===== src/rtl/frame_dump_uart.sv =====
// frame_dump_uart: reads a W_RES x H_RES frame from three colour buffers in
// raster order and sends each pixel over an 8N1 UART as bytes R, G, B.
// Ports: clock; reset (sync, active-high); start (one-cycle dump request);
//   red_in/green_in/blue_in (buffer data); rd_x/rd_y (buffer coordinates);
//   tx (serial line, idle high); busy (dump running); done (completion pulse).
// Timing: per pixel ADDR 1 + WAIT RD_LAT + LOAD 1 + SEND 30*BAUD_DIV + NEXT 1
//   cycles. Start-to-done is W_RES*H_RES*(RD_LAT+3+30*BAUD_DIV)+2 cycles,
//   counting both the cycle start is high and the cycle done is high.
module frame_dump_uart #(
    parameter int W_RES    = 640,
    parameter int H_RES    = 480,
    parameter int BAUD_DIV = 434,
    parameter int RD_LAT   = 1
) (
    input  logic        clock,
    input  logic        reset,
    input  logic        start,
    input  logic [7:0]  red_in,
    input  logic [7:0]  green_in,
    input  logic [7:0]  blue_in,
    output logic [10:0] rd_x,
    output logic [10:0] rd_y,
    output logic        tx,
    output logic        busy,
    output logic        done
);

    localparam int BW = (BAUD_DIV > 1) ? $clog2(BAUD_DIV) : 1;
    localparam int LW = (RD_LAT > 1) ? $clog2(RD_LAT) : 1;
    localparam logic [BW-1:0] BAUD_LAST = BW'(BAUD_DIV - 1);
    localparam logic [LW-1:0] LAT_LAST  = LW'(RD_LAT - 1);
    localparam logic [10:0]   X_LAST    = 11'(W_RES - 1);
    localparam logic [10:0]   Y_LAST    = 11'(H_RES - 1);

    typedef enum logic [2:0] {
        IDLE, ADDR, WAIT, LOAD, SEND, NEXT, FIN
    } state_t;

    state_t        state_q, state_d;
    logic [BW-1:0] baud_q, baud_d;
    logic [3:0]    bit_q, bit_d;
    logic [1:0]    byte_q, byte_d;
    logic [LW-1:0] lat_q, lat_d;
    logic [23:0]   pix_q, pix_d;
    logic [10:0]   x_d, y_d;
    logic [7:0]    cur_byte;
    logic          tx_d;

    always_ff @(posedge clock) begin
        if (reset) begin
            state_q <= IDLE;
            baud_q  <= '0;
            bit_q   <= '0;
            byte_q  <= '0;
            lat_q   <= '0;
            pix_q   <= '0;
            rd_x    <= '0;
            rd_y    <= '0;
            tx      <= 1'b1;
        end else begin
            state_q <= state_d;
            baud_q  <= baud_d;
            bit_q   <= bit_d;
            byte_q  <= byte_d;
            lat_q   <= lat_d;
            pix_q   <= pix_d;
            rd_x    <= x_d;
            rd_y    <= y_d;
            tx      <= tx_d;
        end
    end

    always_comb begin
        state_d = state_q;
        baud_d  = baud_q;
        bit_d   = bit_q;
        byte_d  = byte_q;
        lat_d   = lat_q;
        pix_d   = pix_q;
        x_d     = rd_x;
        y_d     = rd_y;
        unique case (state_q)
            IDLE: begin
                if (start) begin
                    x_d     = '0;
                    y_d     = '0;
                    state_d = ADDR;
                end
            end
            ADDR: begin
                lat_d   = '0;
                state_d = (RD_LAT == 0) ? LOAD : WAIT;
            end
            WAIT: begin
                if (lat_q == LAT_LAST) state_d = LOAD;
                else lat_d = lat_q + 1'b1;
            end
            LOAD: begin
                pix_d   = {blue_in, green_in, red_in};
                baud_d  = '0;
                bit_d   = '0;
                byte_d  = '0;
                state_d = SEND;
            end
            SEND: begin
                if (baud_q == BAUD_LAST) begin
                    baud_d = '0;
                    if (bit_q == 4'd9) begin
                        bit_d = '0;
                        if (byte_q == 2'd2) begin
                            byte_d  = '0;
                            state_d = NEXT;
                        end else begin
                            byte_d = byte_q + 1'b1;
                        end
                    end else begin
                        bit_d = bit_q + 1'b1;
                    end
                end else begin
                    baud_d = baud_q + 1'b1;
                end
            end
            NEXT: begin
                if (rd_x == X_LAST && rd_y == Y_LAST) begin
                    state_d = FIN;
                end else begin
                    state_d = ADDR;
                    if (rd_x < X_LAST) begin
                        x_d = rd_x + 1'b1;
                    end else begin
                        x_d = '0;
                        y_d = rd_y + 1'b1;
                    end
                end
            end
            FIN:     state_d = IDLE;
            default: state_d = IDLE;
        endcase
    end

    // tx is registered from the next-cycle counters, so the line value
    // always matches the bit position the counters will hold.
    always_comb begin
        tx_d = 1'b1;
        unique case (byte_d)
            2'd1:    cur_byte = pix_d[15:8];
            2'd2:    cur_byte = pix_d[23:16];
            default: cur_byte = pix_d[7:0];
        endcase
        if (state_d == SEND) begin
            if (bit_d == 4'd0) tx_d = 1'b0;
            else if (bit_d == 4'd9) tx_d = 1'b1;
            else tx_d = cur_byte[3'(bit_d - 4'd1)];
        end
    end

    assign busy = (state_q != IDLE) && (state_q != FIN);
    assign done = (state_q == FIN);

endmodule


===== config.mk =====
export PLATFORM = sky130hd
export DESIGN_NAME = frame_dump_uart
export DESIGN_NICKNAME = d
export VERILOG_FILES = /design/src/rtl/frame_dump_uart.sv
export SDC_FILE = /design/constraint.sdc
export NUM_CORES = 1
export LEC_CHECK = 0
export ABC_CLOCK_PERIOD_IN_PS = 4050
export BUFFER_PORTS_ARGS = -buffer_cell sky130_fd_sc_hd__buf_4
export CAP_MARGIN = 20
export CORE_MARGIN = 2
export CORE_UTILIZATION = 50
export CTS_BUF_LIST = sky130_fd_sc_hd__clkbuf_16
export CTS_CLUSTER_DIAMETER = 40
export CTS_CLUSTER_SIZE = 28
export DETAILED_ROUTE_END_ITERATION = 10
export GPL_TIMING_DRIVEN = 0
export PLACE_DENSITY = 0.72
export SLEW_MARGIN = 20
export SYNTH_ARGS = -nofsm -noshare
export SYNTH_HDL_FRONTEND = slang
export SYNTH_SLANG_ARGS = --single-unit

===== constraint.sdc =====
create_clock -name clock -period 4.05 [get_ports clock]
set_input_delay 0.6075 -clock clock [delete_from_list [all_inputs] [get_ports clock]]
set_output_delay 0.6075 -clock clock [all_outputs]
set_load 0.1 [all_outputs]

Word-level counts from Yosys, hierarchy flattened
Index checks and enable logic that the tools add are counted.

storage, ports and cells
  register bits = 66
  bits in latches = 0
  bits in writable memories = 0
  ROM bits = 0
  input bits = 27
  output and inout port bits = 25
  logic and storage cells = 80
  memories kept = 0

operators by class
  add/sub/neg operators = 7
  $mul = 0
  divide/modulo/power cells = 0
  $lt $le $gt $ge = 2
  equality and inequality tests = 19
  shifts and indexed selects = 0
  multiplexer cells = 31
  bitwise operators = 1
  reductions and logical operators = 11

operators by type and width
  cell                                                           count
  two-way mux 11 bit                                             5
  case mux 11 bit (2 select lines)                               2
  two-way mux 24 bit                                             1
  adder 11 x 1 -> 11 bit (second input constant)                 2
  two-way mux 3 bit                                              6
  case mux 3 bit (6 select lines)                                1
  case mux 9 bit (2 select lines)                                1
  case mux 8 bit (2 select lines)                                1
  == test 3 bit (second input constant)                          4
  == test 11 x 10 -> 1 bit (second input constant)               1
  == test 11 x 9 -> 1 bit (second input constant)                1
  less-than comparator 11 x 10 -> 1 bit (second input constant)  1
  adder 9 x 1 -> 9 bit (second input constant)                   1
  == test 9 bit (second input constant)                          1
  two-way mux 9 bit                                              1
  == test 4 bit (second input constant)                          2
  two-way mux 4 bit                                              2
  case mux 4 bit (2 select lines)                                1
  == test 3 x 2 -> 1 bit (second input constant)                 2
  two-way mux 2 bit                                              3
  != test 2 bit (second input constant)                          3
  nonzero test 2 bit                                             3
  adder 4 x 1 -> 4 bit (second input constant)                   1
  == test 2 bit (second input constant)                          2
  other kinds (19)                                               23

Longest topological paths before layout
Gate-level depths: netlist of run 1.

  depth in word-level cells = 11
  gate-level depth with buffers = 16
  depth with buffers taken out = 16

Least setup slack after synthesis of run 1
No wires, ideal clock.

  kind = flip-flop to flip-flop
  start point = reg baud_q[0]
  end point = reg tx
  setup time = 120 ps
  arrival time = 3163 ps
  data required time = 3930 ps
  path slack = 768 ps
  cell stages (with the launch flop) = 16
  path buffers = 0
  period minus slack after synthesis = 3282 ps
  cells stage by stage = dfxtp_1 > ha_1 > and4b_1 > nand3_1 > nor3_1 > o21ai_0 > a22oi_1 > inv_1 > ha_1 > clkinv_1 > or3_1 > o21ai_0 > o21ai_0 > o2111ai_1 > a221oi_1 > a211o_1

on the way
  word-level cells in the longest chain between the ends = 9

ends and longest elaborated chain
  element                                                  RTL line  text
  from (decl)                                              40        logic [BW-1:0] baud_q, baud_d;
  from (signal assigned)                                   62        baud_q <= baud_d;
  == test 9 bit (*)                                        106       if (baud_q == BAUD_LAST) begin
  two-way mux 2 bit (*)                                    106
  case mux 2 bit (2 select lines) (*)                      82        unique case (state_q)
  net byte_d[0]                                            42        logic [1:0] byte_q, byte_d;
  == test 2 bit or == test 2 x 1 -> 1 bit (tied branches)  145       unique case (byte_d)
  case mux 8 bit (2 select lines) (*)                      145
  binary-select mux 1 bit (select 3 bit) (*)               153       else tx_d = cur_byte[3'(bit_d - 4'd1)];
  two-way mux 1 bit (implied by the code) (*)              153
  two-way mux 1 bit (*)                                    152       else if (bit_d == 4'd9) tx_d = 1'b1;
  two-way mux 1 bit (*)                                    151       if (bit_d == 4'd0) tx_d = 1'b0;
  to (signal assigned)                                     69        tx <= tx_d;
  to (decl)                                                23        output logic tx,

Mark *: on every way through the listed nets, which the timed path passes. The rest lies on a longest branch. The select of a mux whose other input is x is not followed.
A chain may end at the register's enable or synchronous reset.

Worst setup path in the final report of run 1
Same ends and word-level chain as after synthesis.

==> results of run 1 <==
[layout make-up]
class / instances / area, um^2
fill: 578 / 2260
clock inverter: 7 / 86.3
tap: 77 / 96.3
multi-input combinational: 315 / 1950
buffer: 19 / 93.8
timing repair buffer: 51 / 383
clock buffer: 9 / 225
sequential: 65 / 1300
inverter: 16 / 63.8
[worst min-delay path, delay by kind of cell, from the launching register on]
family / cells / cell delay (ns)
and+or+nand+nor: 1 / 0.05
AOI/OAI and AO/OA: 1 / 0.05
DFF: 1 / 0.30
[power groups by stage]
stage | logic (mW) | clock network, mW | registers [mW]
floorplan | 0.105 | 0 | 0.691
global placement | 0.174 | 0 | 0.676
detailed placement | 0.176 | 0 | 0.677
CTS | 0.177 | 0.824 | 0.663
global route | 0.195 | 0.856 | 0.665
finish | 0.179 | 0.811 | 0.664
[cells by family after synthesis]
family                     share of synthesized area
AOI/OAI and AO/OA                              0.166
xor gates and xnor gates                      0.0466
adders and majority gates                     0.0296
buffers and inverters                         0.0447
DFF                                            0.384
muxes                                         0.0584
and+or+nand+nor                                0.270
[state kept, by name, summed over array words and instances, names as in the netlist]
name	count
tx	1
rd_y	11
pix_q	24
bit_q	4
rd_x	11
state_q	3
byte_q	2
baud_q	9
[metrics by stage]
step                instances  utilization  hold WS (ns)  power (mW)  worst slack [ns]
detailed placement        543        0.598         0.445       0.853             0.143
floorplan                 415            -         0.432       0.796             0.768
CTS                       559        0.647         0.451        1.66             0.104
finish                    559        0.650         0.452        1.65             0.322
global placement          543        0.598         0.442       0.850             0.223
global route              559        0.650         0.465        1.72            0.0113
[routing by layer]
metal  GRT usage  up-vias
met5           0        -
li1            -     1597
met2       0.365       67
met3      0.0590       11
met4      0.0653        0
met1       0.319     1488
[cell usage in the layout (no fill, tap or decap), drive strengths merged, types with 2 or more instances in the layout]
master	instances
a311oi	6
a31oi	3
o22ai	6
or3	4
mux2i	16
o21ai	18
bufinv	2
dfxtp	65
nor3	5
a211oi	3
nand3	12
a21o	3
nor2b	4
nand4b	2
and4	2
and3	8
a21oi	26
buf	57
o31ai	2
mux2	3
inv	16
clkinv	4
nor4bb	2
nor4	3
ha	8
xor2	16
xnor2	2
nand2	43
a22oi	3
clkbuf	22
nand2b	3
and2	2
nor2	71
or2	2
nand4	14
[repair_timing]
item                                   CTS  global route
hold buffers                             0             0
endpoints found under the hold margin    0             0
resized for setup                        0             9
setup endpoints to repair                0             1
setup buffers                            0             0
[how the worst max path moves through the flow]
stage	from	endpoint	slack, ns
after floorplan	baud_q[0]$_SDFFE_PP0N_	tx$_SDFF_PP1_	0.77
after global placement	state_q[0]$_SDFF_PP0_	tx$_SDFF_PP1_	0.22
after detailed placement	state_q[0]$_SDFF_PP0_	tx$_SDFF_PP1_	0.14
after CTS	state_q[0]$_SDFF_PP0_	tx$_SDFF_PP1_	0.10
after global routing	baud_q[0]$_SDFFE_PP0N_	tx$_SDFF_PP1_	0.01
final	baud_q[0]$_SDFFE_PP0N_	tx$_SDFF_PP1_	0.32
==> impl_results.md, run 1 <==
- Status: finished, final reports clean
- Number of DRC violations after detailed-routing iteration 0: 175
- Cell count after synthesis: 415
- CP Max Fanout: 10
- Total CTS buffers: 9
- Period utilization: 0.920
- Clock power frac: 0.490
- Setup tns final: 0 ns
- Switching Share: 0.248
- Final Hold Fails: 0
- Synth warn: 0
- Placed inst area: 0.00386 mm^2
- P&R area growth vs syn: 24.1%
- WP data required: 4.26 ns
- Core area: 0.00646 mm^2
- Reg2Reg Depth: 15
- Pint: 1.24 mW
- #FFs+latches synth: 65
- Hold Crit Start: pix_q[9]$_SDFF_PP0_
- Hold Path Sink: pix_q[9]$_SDFF_PP0_
- # rows: 29
- Crit Path Class: reg2reg
- Share of cells above drive strength 1: 0.185
- Clock Skew: 0.00494 ns
- Final Setup Violations: 0
- DR WL met2: 3810 um
- Yosys cell types: 66
- Avg Cell Area, Syn: 8.16 um^2
- Final global-route overflow total: 0
- GP Congestion: 0.883
- Synth area leader: dfxtp_1
- Initial Util: 0.524
- Most frequent CP cell: o21ai_0
- Pin count of the biggest net entering global routing: 12
- Unrepaired setup endpoints after global routing: no
- Clock sinks: 65
- F_max: 268 MHz
- Fin area: 0.00420 mm^2
- Drt via density: 5.66
- Count leader, synth: nor2_1
- CTS max path bufs: 2
- LEAKAGE: 1.66 nW
- Ys async rst share: 0
- Crit path launch type: flop
- WL final: 8250 um
- Antenna violations before repair: 0
- First-pass GRT wire length: 14000 um
- Hold Path Class: reg2reg
- Ant diodes: 0
- I/O pins: 52
- Synth top area share: 0.384
- Final ANT Viol Nets: 0
- CP top delay family: compound AO/OA/AOI/OAI gates
- Crit path cell chain: ha_1 > and4b_1 > nand3_2 > nor3_2 > o21ai_0 > a22oi_2 > inv_1 > ha_1 > clkinvlp_4 > or3_1 > o21ai_0 > o21ai_0 > o2111ai_1 > a221oi_1 > a211o_1
- Clock transition at path regs: 0.05 ns
- PwrDens: 394 mW/mm^2
- Syn Nets: 450
- Clock root buffer: clkbuf_16
- Reg2Reg Setup Slack: 0.32 ns
- DR pass1 iterations: 5
- Register area share after synthesis: 0.384
- Clock H-tree levels: 3
- Largest stage delay, worst path: 0.40 ns
- CTS tree: done
- Top routing layer used: met4
- Hold Path Depth: 2
- Crit path time final: 3.73 ns
- Gate power share: 0.108
- VDD IR max: 0.285 mV
- Port Buffers: 51
- Synth top cells by count: nor2_1 (71), dfxtp_1 (65), nand2_1 (43)
- Reg-to-reg startpoint: baud_q[0]$_SDFFE_PP0N_
- Die W: 86.3 um
- HPWL Detailed: 5730 um
- Slew of the pin with the lowest slew margin: 0.670 ns
- Wire per inst: 14.8 um
- Worst reg2reg path endpoint: tx$_SDFF_PP1_
- DRC viols: 0
- Crit. End Element: flop
- Die area: 0.00745 mm^2
- Critical path arrival: 3.94 ns
- EDFF count, synth: 0
- Sw Pwr: 410 uW
- Seq pwr share: 0.401
- Clk Latency, worst-skew pair: 0.33 ns
- Buf/Inv on CP: 2
- Largest cells by area after synthesis: dfxtp_1 (38%), nor2_1 (7.9%), nand2_1 (4.8%), mux2i_1 (4.7%), xor2_1 (4.1%)
- Die Span Y: 86.3 um
- Met3 WL: 384 um
- Total global-route track usage: 0.233
- Relative slew margins: 0.548
- Final #Nets: 512
- Post-synthesis cell area: 0.00339 mm^2
- Top_reg_cell synth: dfxtp_1
- Vias in the first global route: 3001
- Slowest-stage cell, CP: dfxtp_1
- Levels on crit path: 15
- Via count: 3163
- Max Cap Viol: 0
- Met1 WL: 3940 um
- Final slew viol count: 0
Power figures use the tool's default switching activity.
==> run 2, diff against run 1 <==
--- a/config.mk
+++ b/config.mk
@@ -9,13 +9,12 @@
 export BUFFER_PORTS_ARGS = -buffer_cell sky130_fd_sc_hd__buf_4
 export CAP_MARGIN = 20
 export CORE_MARGIN = 2
-export CORE_UTILIZATION = 50
-export CTS_BUF_LIST = sky130_fd_sc_hd__clkbuf_16
+export CORE_UTILIZATION = 40
+export CTS_BUF_LIST = sky130_fd_sc_hd__clkbuf_8
 export CTS_CLUSTER_DIAMETER = 40
 export CTS_CLUSTER_SIZE = 28
 export DETAILED_ROUTE_END_ITERATION = 10
 export GPL_TIMING_DRIVEN = 0
-export PLACE_DENSITY = 0.72
 export SLEW_MARGIN = 20
 export SYNTH_ARGS = -nofsm -noshare
 export SYNTH_HDL_FRONTEND = slang
==> run 2 against run 1 <==
Against the previous run: cell area down 2.1%; via count decreased by 0.57%; non-clock buffer count is the same; final cell count is 4.8% higher; first-iteration DRC count decreased by 8.0%; clock power decreased by 31%; largest cell class unchanged; fmax fell by 0.41%; register-to-register slack lost 0.02 ns; sequential share of layout area rose by 0.66 points; clock skew is 0.0042 ns higher; power shrank 15%; highest routed layer unchanged; worst hold slack gained 0.0058 ns; critical path type unchanged.
==> impl_results.md, run 2 (synthesized netlist as in run 1, its figures left out) <==
- Clk Latency, worst-skew pair: 0.34 ns (was 0.33 ns)
- GP Congestion: 0.830 (was 0.883)
- PwrDens: 340 mW/mm^2 (was 394 mW/mm^2)
- DRC viols: 0 (unchanged)
- Crit Path Class: reg2reg (unchanged)
- Final global-route overflow total: 0 (unchanged)
- CTS tree: done (unchanged)
- Reg2Reg Depth: 15 (unchanged)
- LEAKAGE: 1.60 nW (was 1.66 nW)
- Crit. End Element: flop (unchanged)
- Clock sinks: 65 (unchanged)
- Die area: 0.00922 mm^2 (was 0.00745 mm^2)
- P&R area growth vs syn: 21.5% (was 24.1%)
- Total CTS buffers: 9 (unchanged)
- Setup tns final: 0 ns (unchanged)
- I/O pins: 52 (unchanged)
- CP Max Fanout: 10 (unchanged)
- Final slew viol count: 0 (unchanged)
- Die W: 96 um (was 86.3 um)
- Critical path arrival: 3.97 ns (was 3.94 ns)
- Drt via density: 5.37 (was 5.66)
- Crit path launch type: flop (unchanged)
- Crit path time final: 3.74 ns (was 3.73 ns)
- Share of cells above drive strength 1: 0.181 (was 0.185)
- Port Buffers: 51 (unchanged)
- Postcts setup bufs: 0 (unchanged)
- Worst Setup SP: baud_q[0]$_SDFFE_PP0N_ (unchanged)
- VDD IR max: 0.199 mV (was 0.285 mV)
- Clock transition at path regs: 0.07 ns (was 0.05 ns)
- Via count: 3145 (was 3163)
- Unrepaired setup endpoints after global routing: no (unchanged)
- Relative slew margins: 0.518 (was 0.548)
- Initial Util: 0.412 (was 0.524)
- Placed inst area: 0.00390 mm^2 (was 0.00386 mm^2)
- # rows: 33 (was 29)
- Final WS setup: 0.307 ns (was 0.322 ns)
- Die Span Y: 96 um (was 86.3 um)
- Worst reg2reg path endpoint: tx$_SDFF_PP1_ (unchanged)
- Reg with most FFs: pix_q (unchanged)
- Clock Skew: 0.00909 ns (was 0.00494 ns)
- Period utilization: 0.924 (was 0.920)
- Final ANT Viol Nets: 0 (unchanged)
- DP Worst Slack: 0.117 ns (was 0.143 ns)
- Final Setup Violations: 0 (unchanged)
- Worst setup path end: tx$_SDFF_PP1_ (unchanged)
- Wire per inst: 14.1 um (was 14.8 um)
- Most common cell after layout, fill and taps aside: nor2_1 (unchanged)
- WP data required: 4.28 ns (was 4.26 ns)
- WL final: 8250 um (about the same)
- Reg2Reg Setup Slack: 0.31 ns (was 0.32 ns)
- Most frequent cells in the layout: nor2_1 (71), dfxtp_1 (65), buf_4 (51) (unchanged)
- Fin area: 0.00411 mm^2 (was 0.00420 mm^2)
- Number of flip-flops in the largest register: 24 (unchanged)
- HPWL Detailed: 6010 um (was 5730 um)
- Antenna violations before repair: 0 (unchanged)
- Final #Nets: 512 (unchanged)
- CTS max path bufs: 2 (unchanged)
- Number of DRC violations after detailed-routing iteration 0: 161 (was 175)
- Final Hold Fails: 0 (unchanged)
- Clock H-tree levels: 3 (unchanged)
- Hold Path Class: reg2reg (unchanged)
- Pin count of the biggest net entering global routing: 11 (was 12)
- Clock root buffer: clkbuf_8 (was clkbuf_16)
- F_max: 267 MHz (was 268 MHz)
- Filler cells: 815 (was 578)
- Max Cap Viol: 0 (unchanged)
- Vias in the first global route: 2911 (was 3001)
- First-pass GRT wire length: 13800 um (was 14000 um)
- Biggest regs: pix_q: 24 flops, rd_x: 11 flops, rd_y: 11 flops (unchanged)
- Core area: 0.00822 mm^2 (was 0.00646 mm^2)
- Ant diodes: 0 (unchanged)
- Reg-to-reg startpoint: baud_q[0]$_SDFFE_PP0N_ (unchanged)
- Slew of the pin with the lowest slew margin: 0.715 ns (was 0.670 ns)
- Status: finished, final reports clean (unchanged)
- DR pass1 iterations: 5 (unchanged)
- Total global-route track usage: 0.191 (was 0.233)
==> run 2: cell count changes in the layout (fill, tap and decap cells not counted), sizes merged <==
cell and change:
clkinv -2, bufinv -1, clkbuf +2
==> run 2: report_power, final <==
group          internal, mW  total, mW  switching [mW]
clock                 0.310      0.560           0.250
combinational        0.0583      0.177           0.119
sequential            0.652      0.662          0.0104
total                  1.02       1.40           0.379
==> run 2: what timing repair did <==
action,in CTS,in global routing
resized for setup,0,6
hold buffers,0,0
setup endpoints to repair,0,1
hold endpoints to repair,0,0
==> run 2: per-stage QoR <==
| stage | hold slack, ns | utilization | cells | total power [mW] |
|---|---|---|---|---|
| floorplan | 0.432 | - | 415 | 0.796 |
| global placement | 0.440 | 0.475 | 571 | 0.853 |
| detailed placement | 0.445 | 0.475 | 571 | 0.854 |
| CTS | 0.454 | 0.498 | 586 | 1.42 |
| global route | 0.484 | 0.501 | 586 | 1.46 |
| finish | 0.458 | 0.501 | 586 | 1.40 |
==> run 2: worst min-delay path by stage <==
stage | startpoint | to | cells after the start
6_report | pix_q[9]$_SDFF_PP0_ | pix_q[9]$_SDFF_PP0_ | 2
2_1_floorplan | pix_q[9]$_SDFF_PP0_ | pix_q[9]$_SDFF_PP0_ | 2
3_3_place_gp | pix_q[17]$_SDFF_PP0_ | pix_q[17]$_SDFF_PP0_ | 2
3_5_place_dp | pix_q[9]$_SDFF_PP0_ | pix_q[9]$_SDFF_PP0_ | 2
5_1_grt | pix_q[16]$_SDFF_PP0_ | pix_q[16]$_SDFF_PP0_ | 2
4_1_cts | pix_q[9]$_SDFF_PP0_ | pix_q[9]$_SDFF_PP0_ | 2
==> run 2: critical path, stage by stage, from the launching register on <==
cell and delay [ns]:
dfxtp_1 0.41, ha_1 0.19, and4b_1 0.32, nand3_1 0.24, nor3_2 0.25, o21ai_0 0.15
a22oi_2 0.28, inv_1 0.07, ha_1 0.36, clkinvlp_4 0.21, or3_1 0.41, o22ai_1 0.14
o21ai_0 0.10, o2111ai_1 0.13, a221oi_1 0.08, a211o_1 0.30
==> run 2: per-layer routing <==
layer  GRT usage  part of all wire  routed length, um  vias up
met3      0.0407             0.041                338        9
met4      0.0607             0.012                 99        0
li1            -                 -                  -     1605
met5           0                 0                  0        -
met2       0.298              0.46               3760       72
met1       0.264              0.49               4060     1459
==> run 2: final cells by class <==
class | count | area (um^2) | area share
Buffer | 19 | 92.6 | 0.0225
Clock buffer | 11 | 151 | 0.0368
Clock inverter | 4 | 43.8 | 0.0106
Inverter | 16 | 63.8 | 0.0155
Multi-Input combinational cell | 315 | 1950 | 0.473
Sequential cell | 65 | 1300 | 0.316
Tap cell | 105 | 131 | 0.0319
Timing Repair Buffer | 51 | 383 | 0.0931
